===== config.mk =====
export PLATFORM = sky130hd
export DESIGN_NAME = change_dispenser
export DESIGN_NICKNAME = d
export VERILOG_FILES = /design/src/rtl/change_dispenser.sv
export SDC_FILE = /design/constraint.sdc
export NUM_CORES = 1
export LEC_CHECK = 0
export CORE_ASPECT_RATIO = 0.6
export CORE_UTILIZATION = 42
export DETAILED_ROUTE_END_ITERATION = 6
export PLACE_DENSITY = 0.6
export SLEW_MARGIN = 0
export SYNTH_ARGS = -nofsm -noshare
export SYNTH_HDL_FRONTEND = slang
export SYNTH_SLANG_ARGS = --single-unit

===== constraint.sdc =====
create_clock -name clk -period 5.7 [get_ports clk]
set_clock_uncertainty 0.2 [all_clocks]
set_input_delay 0.57 -clock clk [delete_from_list [all_inputs] [get_ports clk]]
set_output_delay 0.57 -clock clk [all_outputs]
set_load 0.02 [all_outputs]

===== src/rtl/change_dispenser.sv =====
// change_dispenser: pays decoded change out as fewest 5 / 1 / 0.5 yuan coins over a req/ack ejector handshake
// Ports: clk, reset (async, active-high); fin/charge start a payout of the coded amount;
// eject_req/eject_sel/eject_ack form the ejector handshake (sel 00=0.5, 01=1, 10=5 yuan);
// busy/done/fault report status; remaining/paid track the payout in half-yuan units.
module change_dispenser #(
   parameter int GAP_CYCLES  = 4,
   parameter int ACK_TIMEOUT = 1000
) (
   input  logic       clk,
   input  logic       reset,
   input  logic       fin,
   input  logic [3:0] charge,
   input  logic       eject_ack,
   output logic       eject_req,
   output logic [1:0] eject_sel,
   output logic       busy,
   output logic       done,
   output logic       fault,
   output logic [4:0] remaining,
   output logic [4:0] paid
);
   localparam int GW = $clog2(GAP_CYCLES + 2);
   localparam int TW = $clog2(ACK_TIMEOUT + 1);
   typedef enum logic [2:0] {IDLE, LOAD, REQ, GAP, DONE, FAULT} state_t;
   state_t state, state_nx;
   logic fin_d;
   logic [GW-1:0] gap_cnt, gap_nx;
   logic [TW-1:0] to_cnt, to_nx;
   logic eject_req_nx, busy_nx, done_nx, fault_nx, illegal;
   logic [1:0] eject_sel_nx, sel_rem;
   logic [4:0] remaining_nx, paid_nx, dec, coin;
   always_comb begin
      dec = 5'd0;
      illegal = 1'b0;
      case (charge)
         4'd0:    dec = 5'd0;
         4'd1:    dec = 5'd2;
         4'd2:    dec = 5'd4;
         4'd3:    dec = 5'd6;
         4'd4:    dec = 5'd8;
         4'd5:    dec = 5'd10;
         4'd6:    dec = 5'd1;
         4'd7:    dec = 5'd3;
         4'd8:    dec = 5'd5;
         4'd9:    dec = 5'd15;
         4'd10:   dec = 5'd20;
         default: illegal = 1'b1;
      endcase
   end
   // greedy choice: largest coin not exceeding what is still owed
   assign sel_rem = remaining >= 5'd10 ? 2'b10 : remaining >= 5'd2 ? 2'b01 : 2'b00;
   assign coin = eject_sel == 2'b10 ? 5'd10 : eject_sel == 2'b01 ? 5'd2 : 5'd1;
   always_comb begin
      state_nx = state;
      gap_nx = gap_cnt;
      to_nx = to_cnt;
      eject_req_nx = eject_req;
      eject_sel_nx = eject_sel;
      busy_nx = busy;
      done_nx = done;
      fault_nx = fault;
      remaining_nx = remaining;
      paid_nx = paid;
      case (state)
         IDLE: if (fin && !fin_d) begin
            if (illegal) begin
               fault_nx = 1'b1;
               state_nx = FAULT;
            end else begin
               remaining_nx = dec;
               paid_nx = 5'd0;
               busy_nx = 1'b1;
               state_nx = LOAD;
            end
         end
         LOAD: if (remaining == 5'd0) begin
            busy_nx = 1'b0;
            done_nx = 1'b1;
            state_nx = DONE;
         end else begin
            eject_req_nx = 1'b1;
            eject_sel_nx = sel_rem;
            to_nx = '0;
            state_nx = REQ;
         end
         REQ: if (eject_ack) begin
            eject_req_nx = 1'b0;
            remaining_nx = remaining - coin;
            paid_nx = paid + coin;
            gap_nx = GW'(GAP_CYCLES);
            state_nx = GAP;
         end else if (to_cnt == TW'(ACK_TIMEOUT - 1)) begin
            // this edge is the ACK_TIMEOUT-th since the request rose
            eject_req_nx = 1'b0;
            fault_nx = 1'b1;
            busy_nx = 1'b0;
            state_nx = FAULT;
         end else begin
            to_nx = to_cnt + 1'b1;
         end
         GAP: if (gap_cnt != '0) begin
            gap_nx = gap_cnt - 1'b1;
         end else if (!eject_ack) begin
            if (remaining == 5'd0) begin
               busy_nx = 1'b0;
               done_nx = 1'b1;
               state_nx = DONE;
            end else begin
               eject_req_nx = 1'b1;
               eject_sel_nx = sel_rem;
               to_nx = '0;
               state_nx = REQ;
            end
         end
         DONE: if (!fin) begin
            done_nx = 1'b0;
            state_nx = IDLE;
         end
         FAULT: state_nx = FAULT;
         default: state_nx = IDLE;
      endcase
   end
   always_ff @(posedge clk or posedge reset) begin
      if (reset) begin
         state <= IDLE;
         fin_d <= 1'b0;
         gap_cnt <= '0;
         to_cnt <= '0;
         eject_req <= 1'b0;
         eject_sel <= 2'b00;
         busy <= 1'b0;
         done <= 1'b0;
         fault <= 1'b0;
         remaining <= 5'd0;
         paid <= 5'd0;
      end else begin
         state <= state_nx;
         fin_d <= fin;
         gap_cnt <= gap_nx;
         to_cnt <= to_nx;
         eject_req <= eject_req_nx;
         eject_sel <= eject_sel_nx;
         busy <= busy_nx;
         done <= done_nx;
         fault <= fault_nx;
         remaining <= remaining_nx;
         paid <= paid_nx;
      end
   end
endmodule


-- Word level (Yosys, flattened, before mapping)
Cells that the tools add are included.
- output and inout bits: 16
- input port bits: 8
- word-level logic and storage cells: 127
- flip-flop bits (word level): 33
- equal/unequal tests: 30
- $lt $le $gt $ge: 2
- reductions and logical operators: 22
- multiplexer cells: 58
- $add $sub $neg: 4
- operator list (kind ; count):
    two-way mux 10 bit ; 5
    one-hot mux 5 bit (10 select lines) ; 1
    two-way mux 3 bit ; 10
    two-way mux 5 bit ; 6
    one-hot mux 10 bit (3 select lines) ; 1
    != test 2 bit (second input constant) ; 11
    two-way mux 1 bit ; 20
    one-hot mux 5 bit (2 select lines) ; 2
    one-hot mux 3 bit (6 select lines) ; 1
    equality test 4 x 3 -> 1 bit (second input constant) ; 4
    AND reduction 5 bit ; 3
    equality test 4 bit (second input constant) ; 3
    AND reduction 4 bit ; 3
    OR reduction 11 bit ; 1
    adder 10 x 1 -> 10 bit (second input constant) ; 1
    equality test 10 bit (second input constant) ; 1
    two-way mux 2 bit ; 5
    nonzero test 3 bit ; 3
    equality test 4 x 2 -> 1 bit (second input constant) ; 2
    AND reduction 7 bit ; 1
    equality test 3 x 2 -> 1 bit (second input constant) ; 2
    equality test 3 bit (second input constant) ; 2
    one-hot mux 1 bit (3 select lines) ; 2
    one-hot mux 3 bit (2 select lines) ; 1
    22 further kinds ; 25

-- Depth between registers and ports, before layout
- depth in word-level cells: 7
- depth in mapped cells: 10
- depth with buffers taken out: 10

-- Least setup slack after synthesis
Ideal clock, no wire load.
- kind: register to register
- start point: reg eject_sel[0]
- end point: reg paid[4]
- path slack: 3.398 ns
- arrival: 1.971 ns
- clock period less this slack: 2.302 ns
- data required time: 5.369 ns
- cell stages (with the launch flop): 11
- setup time: 0.131 ns
- path through: dfrtp_1 -> inv_1 -> ha_1 -> ha_1 -> inv_1 -> fa_1 -> inv_1 -> a31oi_1 -> and2_1 -> o21ai_0 -> o31ai_1
- longest elaborated chain between the ends: 6
- RTL lines (what ; line ; text):
    start, declared ; 15 ; output logic [1:0] eject_sel,
    start signal, assigned ; 142 ; eject_sel <= eject_sel_nx;
    equality test 2 x 1 -> 1 bit ; 52 ; assign coin = eject_sel == 2'b10 ? 5'd10 : eject_sel == 2'b01 ? 5'd2 : 5'd1;
    two-way mux 2 bit ; 52 ;
    two-way mux 4 bit (*) ; 52 ;
    adder 5 x 4 -> 5 bit (*) ; 89 ; paid_nx = paid + coin;
    two-way mux 5 bit (*) ; 86 ; REQ: if (eject_ack) begin
    one-hot mux 5 bit (2 select lines) (*) ; 64 ; case (state)
    end signal, assigned ; 147 ; paid <= paid_nx;
    end, declared ; 20 ; output logic [4:0] paid
Mark *: on every way between the ends. The rest lies on a longest branch, timed or not. The select of a mux whose other input is x is not followed.
A chain may end at the register's enable or synchronous reset.

-- Worst setup path after layout
- start point: reg state[1]
- end point: reg to_cnt[9]
- longest elaborated chain between the ends: 3
- RTL lines (what ; line ; text):
    start, declared ; 25 ; state_t state, state_nx;
    start signal, assigned ; 137 ; state <= state_nx;
    equality test 3 x 2 -> 1 bit / equality test 3 x 1 -> 1 bit (equally long branches) ; 64 ;
    != test 2 bit (no line) / nonzero test 3 bit (equally long branches) ; - ;
    AND reduction 5 bit (no line) ; - ;
    end signal, assigned ; 140 ; to_cnt <= to_nx;
    end, declared ; 28 ; logic [TW-1:0] to_cnt, to_nx;
Several ways; a longest one is shown, not always the timed one.

==> report_table.html <==
<table>
<tr><th>Metric</th><th>Value</th></tr>
<tr><th colspan="2">STA</th></tr>
<tr><td>Final setup fails</td><td>0</td></tr>
<tr><td>Final hold violations</td><td>0</td></tr>
<tr><td>Post-route minimum period</td><td>2.70 ns</td></tr>
<tr><td>RSZ-0062 raised after global routing</td><td>no</td></tr>
<tr><td>Total count of max-transition violations in the final report</td><td>0</td></tr>
<tr><td>Rel. slew slack</td><td>28.5%</td></tr>
<tr><td>Fmax</td><td>0.371 GHz</td></tr>
<tr><td>Crit share post-route</td><td>47.3%</td></tr>
<tr><td>Setup Total Neg Slack</td><td>0 ns</td></tr>
<tr><td>Slew @ Worst Pin</td><td>1.07 ns</td></tr>
<tr><th colspan="2">Critical path</th></tr>
<tr><td>WS Path Type</td><td>flop to flop</td></tr>
<tr><td>Arrival time of data at the critical path endpoint</td><td>2.71 ns</td></tr>
<tr><td>Minimum setup slack among reg-to-reg paths</td><td>3.00 ns</td></tr>
<tr><td>Worst setup path startpoint</td><td>state[1]$_DFFE_PP0P_</td></tr>
<tr><td>Critical Path Source Type</td><td>flop</td></tr>
<tr><td>Crit-path max FO</td><td>18</td></tr>
<tr><td>Kind of capture point of the worst setup path</td><td>flop</td></tr>
<tr><td>Startpoint of the worst register-to-register path</td><td>state[1]$_DFFE_PP0P_</td></tr>
<tr><td>Data required time at the worst endpoint</td><td>5.71 ns</td></tr>
<tr><th colspan="2">Flow run</th></tr>
<tr><td>Maximum capacitance violations</td><td>0</td></tr>
<tr><th colspan="2">Die</th></tr>
<tr><td>Standard-cell row count</td><td>18</td></tr>
<tr><td>I/O pin cnt</td><td>24</td></tr>
<tr><td>Overall die width</td><td>90.8 µm</td></tr>
<tr><td>Total die area</td><td>5020 µm²</td></tr>
<tr><td>Starting density of the core</td><td>45.9%</td></tr>
<tr><td>Area of the core region</td><td>4320 µm²</td></tr>
<tr><td>Die outline height</td><td>55.3 µm</td></tr>
<tr><th colspan="2">Synthesis</th></tr>
<tr><td>Mapped Nets</td><td>243</td></tr>
<tr><td>Netlist area before placement</td><td>1990 µm²</td></tr>
<tr><td>EDFF count, synth</td><td>0</td></tr>
<tr><td>Count of synthesis-stage warnings from yosys</td><td>0</td></tr>
<tr><td>Post-Synthesis Mean Instance Area</td><td>8.91 µm²</td></tr>
<tr><td>Prevailing post-synth register cell</td><td>sky130_fd_sc_hd__dfrtp_1</td></tr>
<tr><td>Fraction of registers with async set/reset</td><td>100%</td></tr>
<tr><td>Register bit total from synthesis</td><td>33</td></tr>
<tr><td>Share of synthesized area occupied by flip-flops and latches</td><td>41.6%</td></tr>
<tr><td>Count of different cell masters after synthesis</td><td>46</td></tr>
<tr><td>Number of instances in the synthesized netlist</td><td>223</td></tr>
<tr><th colspan="2">Placed design</th></tr>
<tr><td>Last weighted congestion value of the routability-driven placer</td><td>0.830</td></tr>
<tr><td>IO buf count</td><td>23</td></tr>
<tr><td>DP Wirelength</td><td>3210 µm</td></tr>
<tr><th colspan="2">CTS</th></tr>
<tr><td>Clock-pin slew on the worst setup and hold paths</td><td>0.07 ns</td></tr>
<tr><td>CTS H-tree lvls</td><td>2</td></tr>
<tr><td>Buffer depth of the longest clock path</td><td>2</td></tr>
<tr><td>Clk sink count</td><td>33</td></tr>
<tr><td>Cell at the root of the clock tree</td><td>sky130_fd_sc_hd__clkbuf_8</td></tr>
<tr><td>Gates resized, CTS repair</td><td>0</td></tr>
<tr><td>Clk_lat worst skew</td><td>0.29 ns</td></tr>
<tr><td>CTS tree</td><td>built</td></tr>
<tr><td>Total of hold buffers inserted after clock tree synthesis</td><td>0</td></tr>
<tr><td>Post-CTS setup-driven buffer insertion count</td><td>0</td></tr>
<tr><td>Cts bufs inserted</td><td>5</td></tr>
<tr><th colspan="2">Layout</th></tr>
<tr><td>Diodes inserted</td><td>0</td></tr>
<tr><td>Net count, final</td><td>266</td></tr>
<tr><td>Area delta synth-&gt;final</td><td>18.5%</td></tr>
<tr><td>Ratio of cells with drive above 1 in the final layout</td><td>6.88%</td></tr>
<tr><td># fillers</td><td>405</td></tr>
<tr><th colspan="2">Power</th></tr>
<tr><td>Power per Cell Area</td><td>501 nW/µm²</td></tr>
<tr><td>Static leakage</td><td>0.995 nW</td></tr>
<tr><td>Maximum vdd drop</td><td>0.000238 V</td></tr>
<tr><td>Total power of the final layout</td><td>0.00118 W</td></tr>
<tr><th colspan="2">Detailed routing</th></tr>
<tr><td>DRC</td><td>0</td></tr>
<tr><td>Final routed wirelength across all metal layers</td><td>4490 µm</td></tr>
<tr><td>Vias</td><td>1678</td></tr>
<tr><td>Wirelength per Cell</td><td>14.6 µm</td></tr>
<tr><td>Detail-routed via count per cell</td><td>5.47</td></tr>
<tr><td>DRT Pass-1 Iters</td><td>4</td></tr>
<tr><td>Violation count after the first detailed-routing iteration</td><td>96</td></tr>
<tr><td>Antenna violation net count after detailed routing</td><td>0</td></tr>
<tr><th colspan="2">Global routing</th></tr>
<tr><td>Maximum number of pins on one net before global-route repair</td><td>34</td></tr>
<tr><td>First-pass GRT wire length</td><td>7540 µm</td></tr>
<tr><td>Initial antenna violation count</td><td>0</td></tr>
<tr><td>Grt total ovfl</td><td>0</td></tr>
<tr><td>Total global routing track utilization</td><td>19.6%</td></tr>
<tr><td>Fraction of met2 tracks used by global routing</td><td>24.9%</td></tr>
<tr><td>Grt peak-use layer</td><td>met1</td></tr>
<tr><td>Via count of the first global-routing pass</td><td>1507</td></tr>
<tr><td>Met3 usage</td><td>5.10%</td></tr>
<tr><td>Routing usage on met1</td><td>31.3%</td></tr>
<tr><th colspan="2">Worst hold path</th></tr>
<tr><td>Start point of the worst min-delay path</td><td>fault$_DFFE_PP0P_</td></tr>
<tr><td>Hold Crit Class</td><td>flop to flop</td></tr>
<tr><th colspan="2">Status</th></tr>
<tr><td>Status</td><td>finished clean</td></tr>
</table>
## registers in the layout, summed over array words and instances, names as in the netlist
name	flops
to_cnt	10
paid	5
remaining	5
gap_cnt	3
state	3
eject_sel	2
busy	1
done	1
eject_req	1
fault	1
fin_d	1
## metrics by stage
step,instance area (µm²),worst slack (ns),util [%],instances,hold slack [ns]
after detailed placement,2270,2.82,52.4,299,0.258
after global placement,2270,2.87,52.4,299,0.267
after floorplan,1990,3.40,-,223,0.259
after global routing,2350,2.84,54.4,307,0.308
final,2350,3.00,54.4,307,0.282
after CTS,2350,3.00,54.4,307,0.281
## area by class of cell
type	count	area, µm²	share of cell area (%)
Clock buffer	5	68.8	2.92
Clock inverter	3	17.5	0.744
Inverter	16	60.1	2.55
Multi-Input combinational cell	166	1070	45.4
Sequential cell	33	826	35.1
Tap cell	60	75.1	3.19
Timing Repair Buffer	24	238	10.1
## cells in the final DEF, fill, tap and decap left out, types with 2 or more instances in the layout
| master | count |
|---|---|
| sky130_fd_sc_hd__a21oi_1 | 17 |
| sky130_fd_sc_hd__a211oi_1 | 2 |
| sky130_fd_sc_hd__nand2b_1 | 5 |
| sky130_fd_sc_hd__and3_1 | 3 |
| sky130_fd_sc_hd__and2_1 | 4 |
| sky130_fd_sc_hd__clkbuf_8 | 5 |
| sky130_fd_sc_hd__a31oi_1 | 3 |
| sky130_fd_sc_hd__clkinv_2 | 2 |
| sky130_fd_sc_hd__o21ai_0 | 25 |
| sky130_fd_sc_hd__nand3_1 | 8 |
| sky130_fd_sc_hd__inv_1 | 16 |
| sky130_fd_sc_hd__dfrtp_1 | 33 |
| sky130_fd_sc_hd__a41oi_1 | 2 |
| sky130_fd_sc_hd__nor2b_1 | 3 |
| sky130_fd_sc_hd__clkdlybuf4s50_1 | 23 |
| sky130_fd_sc_hd__fa_1 | 2 |
| sky130_fd_sc_hd__or4_1 | 3 |
| sky130_fd_sc_hd__or3_1 | 7 |
| sky130_fd_sc_hd__o31ai_1 | 7 |
| sky130_fd_sc_hd__mux2_2 | 2 |
| sky130_fd_sc_hd__a21o_1 | 2 |
| sky130_fd_sc_hd__nand2_1 | 25 |
| sky130_fd_sc_hd__xnor2_1 | 3 |
| sky130_fd_sc_hd__ha_1 | 10 |
| sky130_fd_sc_hd__nor4_1 | 2 |
| sky130_fd_sc_hd__nor2_1 | 10 |
## critical path, cell delays in order (launching register included)
cell,delay [ns]
sky130_fd_sc_hd__dfrtp_1,0.61
sky130_fd_sc_hd__or3b_1,0.62
sky130_fd_sc_hd__nand3_2,0.18
sky130_fd_sc_hd__o211ai_2,0.27
sky130_fd_sc_hd__or4_1,0.58
sky130_fd_sc_hd__a21oi_1,0.16
## cell families (layout without fill, tap and decap cells)
family	count (synthesis)	in the layout	synth area share, %
AOI/OAI and AO/OA	72	72	22.7
xor gates and xnor gates	3	3	1.32
adders and majority gates	12	12	8.31
buffers and inverters	24	48	4.66
DFF	33	33	41.6
muxes	3	3	1.64
and+or+nand+nor	76	76	19.8
## final timing paths
check | cells after the start | end
setup / recovery | 5 | to_cnt[9]$_DFFE_PP0P_
hold / removal | 1 | fault$_DFFE_PP0P_
setup reg to reg | 5 | to_cnt[9]$_DFFE_PP0P_
hold reg to reg | 1 | fault$_DFFE_PP0P_
max in group asynchronous | 3 | done$_DFFE_PP0P_
min in group asynchronous | 3 | eject_sel[0]$_DFFE_PP0P_
## synthesized netlist by cell type, drive strengths merged (2+ instances only)
cell type | instances | area [µm²]
dfrtp | 33 | 826
o21ai | 26 | 130
nand2 | 25 | 93.8
a21oi | 17 | 85.1
inv | 16 | 60.1
ha | 10 | 125
nor2 | 10 | 37.5
nand3 | 9 | 50.1
o31ai | 7 | 52.6
or3 | 7 | 43.8
clkbuf | 6 | 22.5
nand2b | 5 | 31.3
and2 | 4 | 25.0
a31oi | 3 | 18.8
and3 | 3 | 18.8
nor2b | 3 | 18.8
or4 | 3 | 22.5
xnor2 | 3 | 26.3
a211oi | 2 | 15.0
a21o | 2 | 15.0
a41oi | 2 | 17.5
buf | 2 | 10.0
fa | 2 | 40.0
mux2 | 2 | 22.5
nor4 | 2 | 12.5
## layer usage
layer / up-vias / share of wire (%)
met1: 774 / 56
met2: 47 / 37
met3: 6 / 5.1
met5: - / 0
met4: 0 / 1.3
li1: 851 / -
## report_power, final
group          leakage [nW]  switching (W)  internal, W
combinational         0.525       0.000356     0.000264
clock                0.0439      0.0000900    0.0000842
sequential            0.426      0.0000844     0.000302
(Power assumes the default switching activity.)
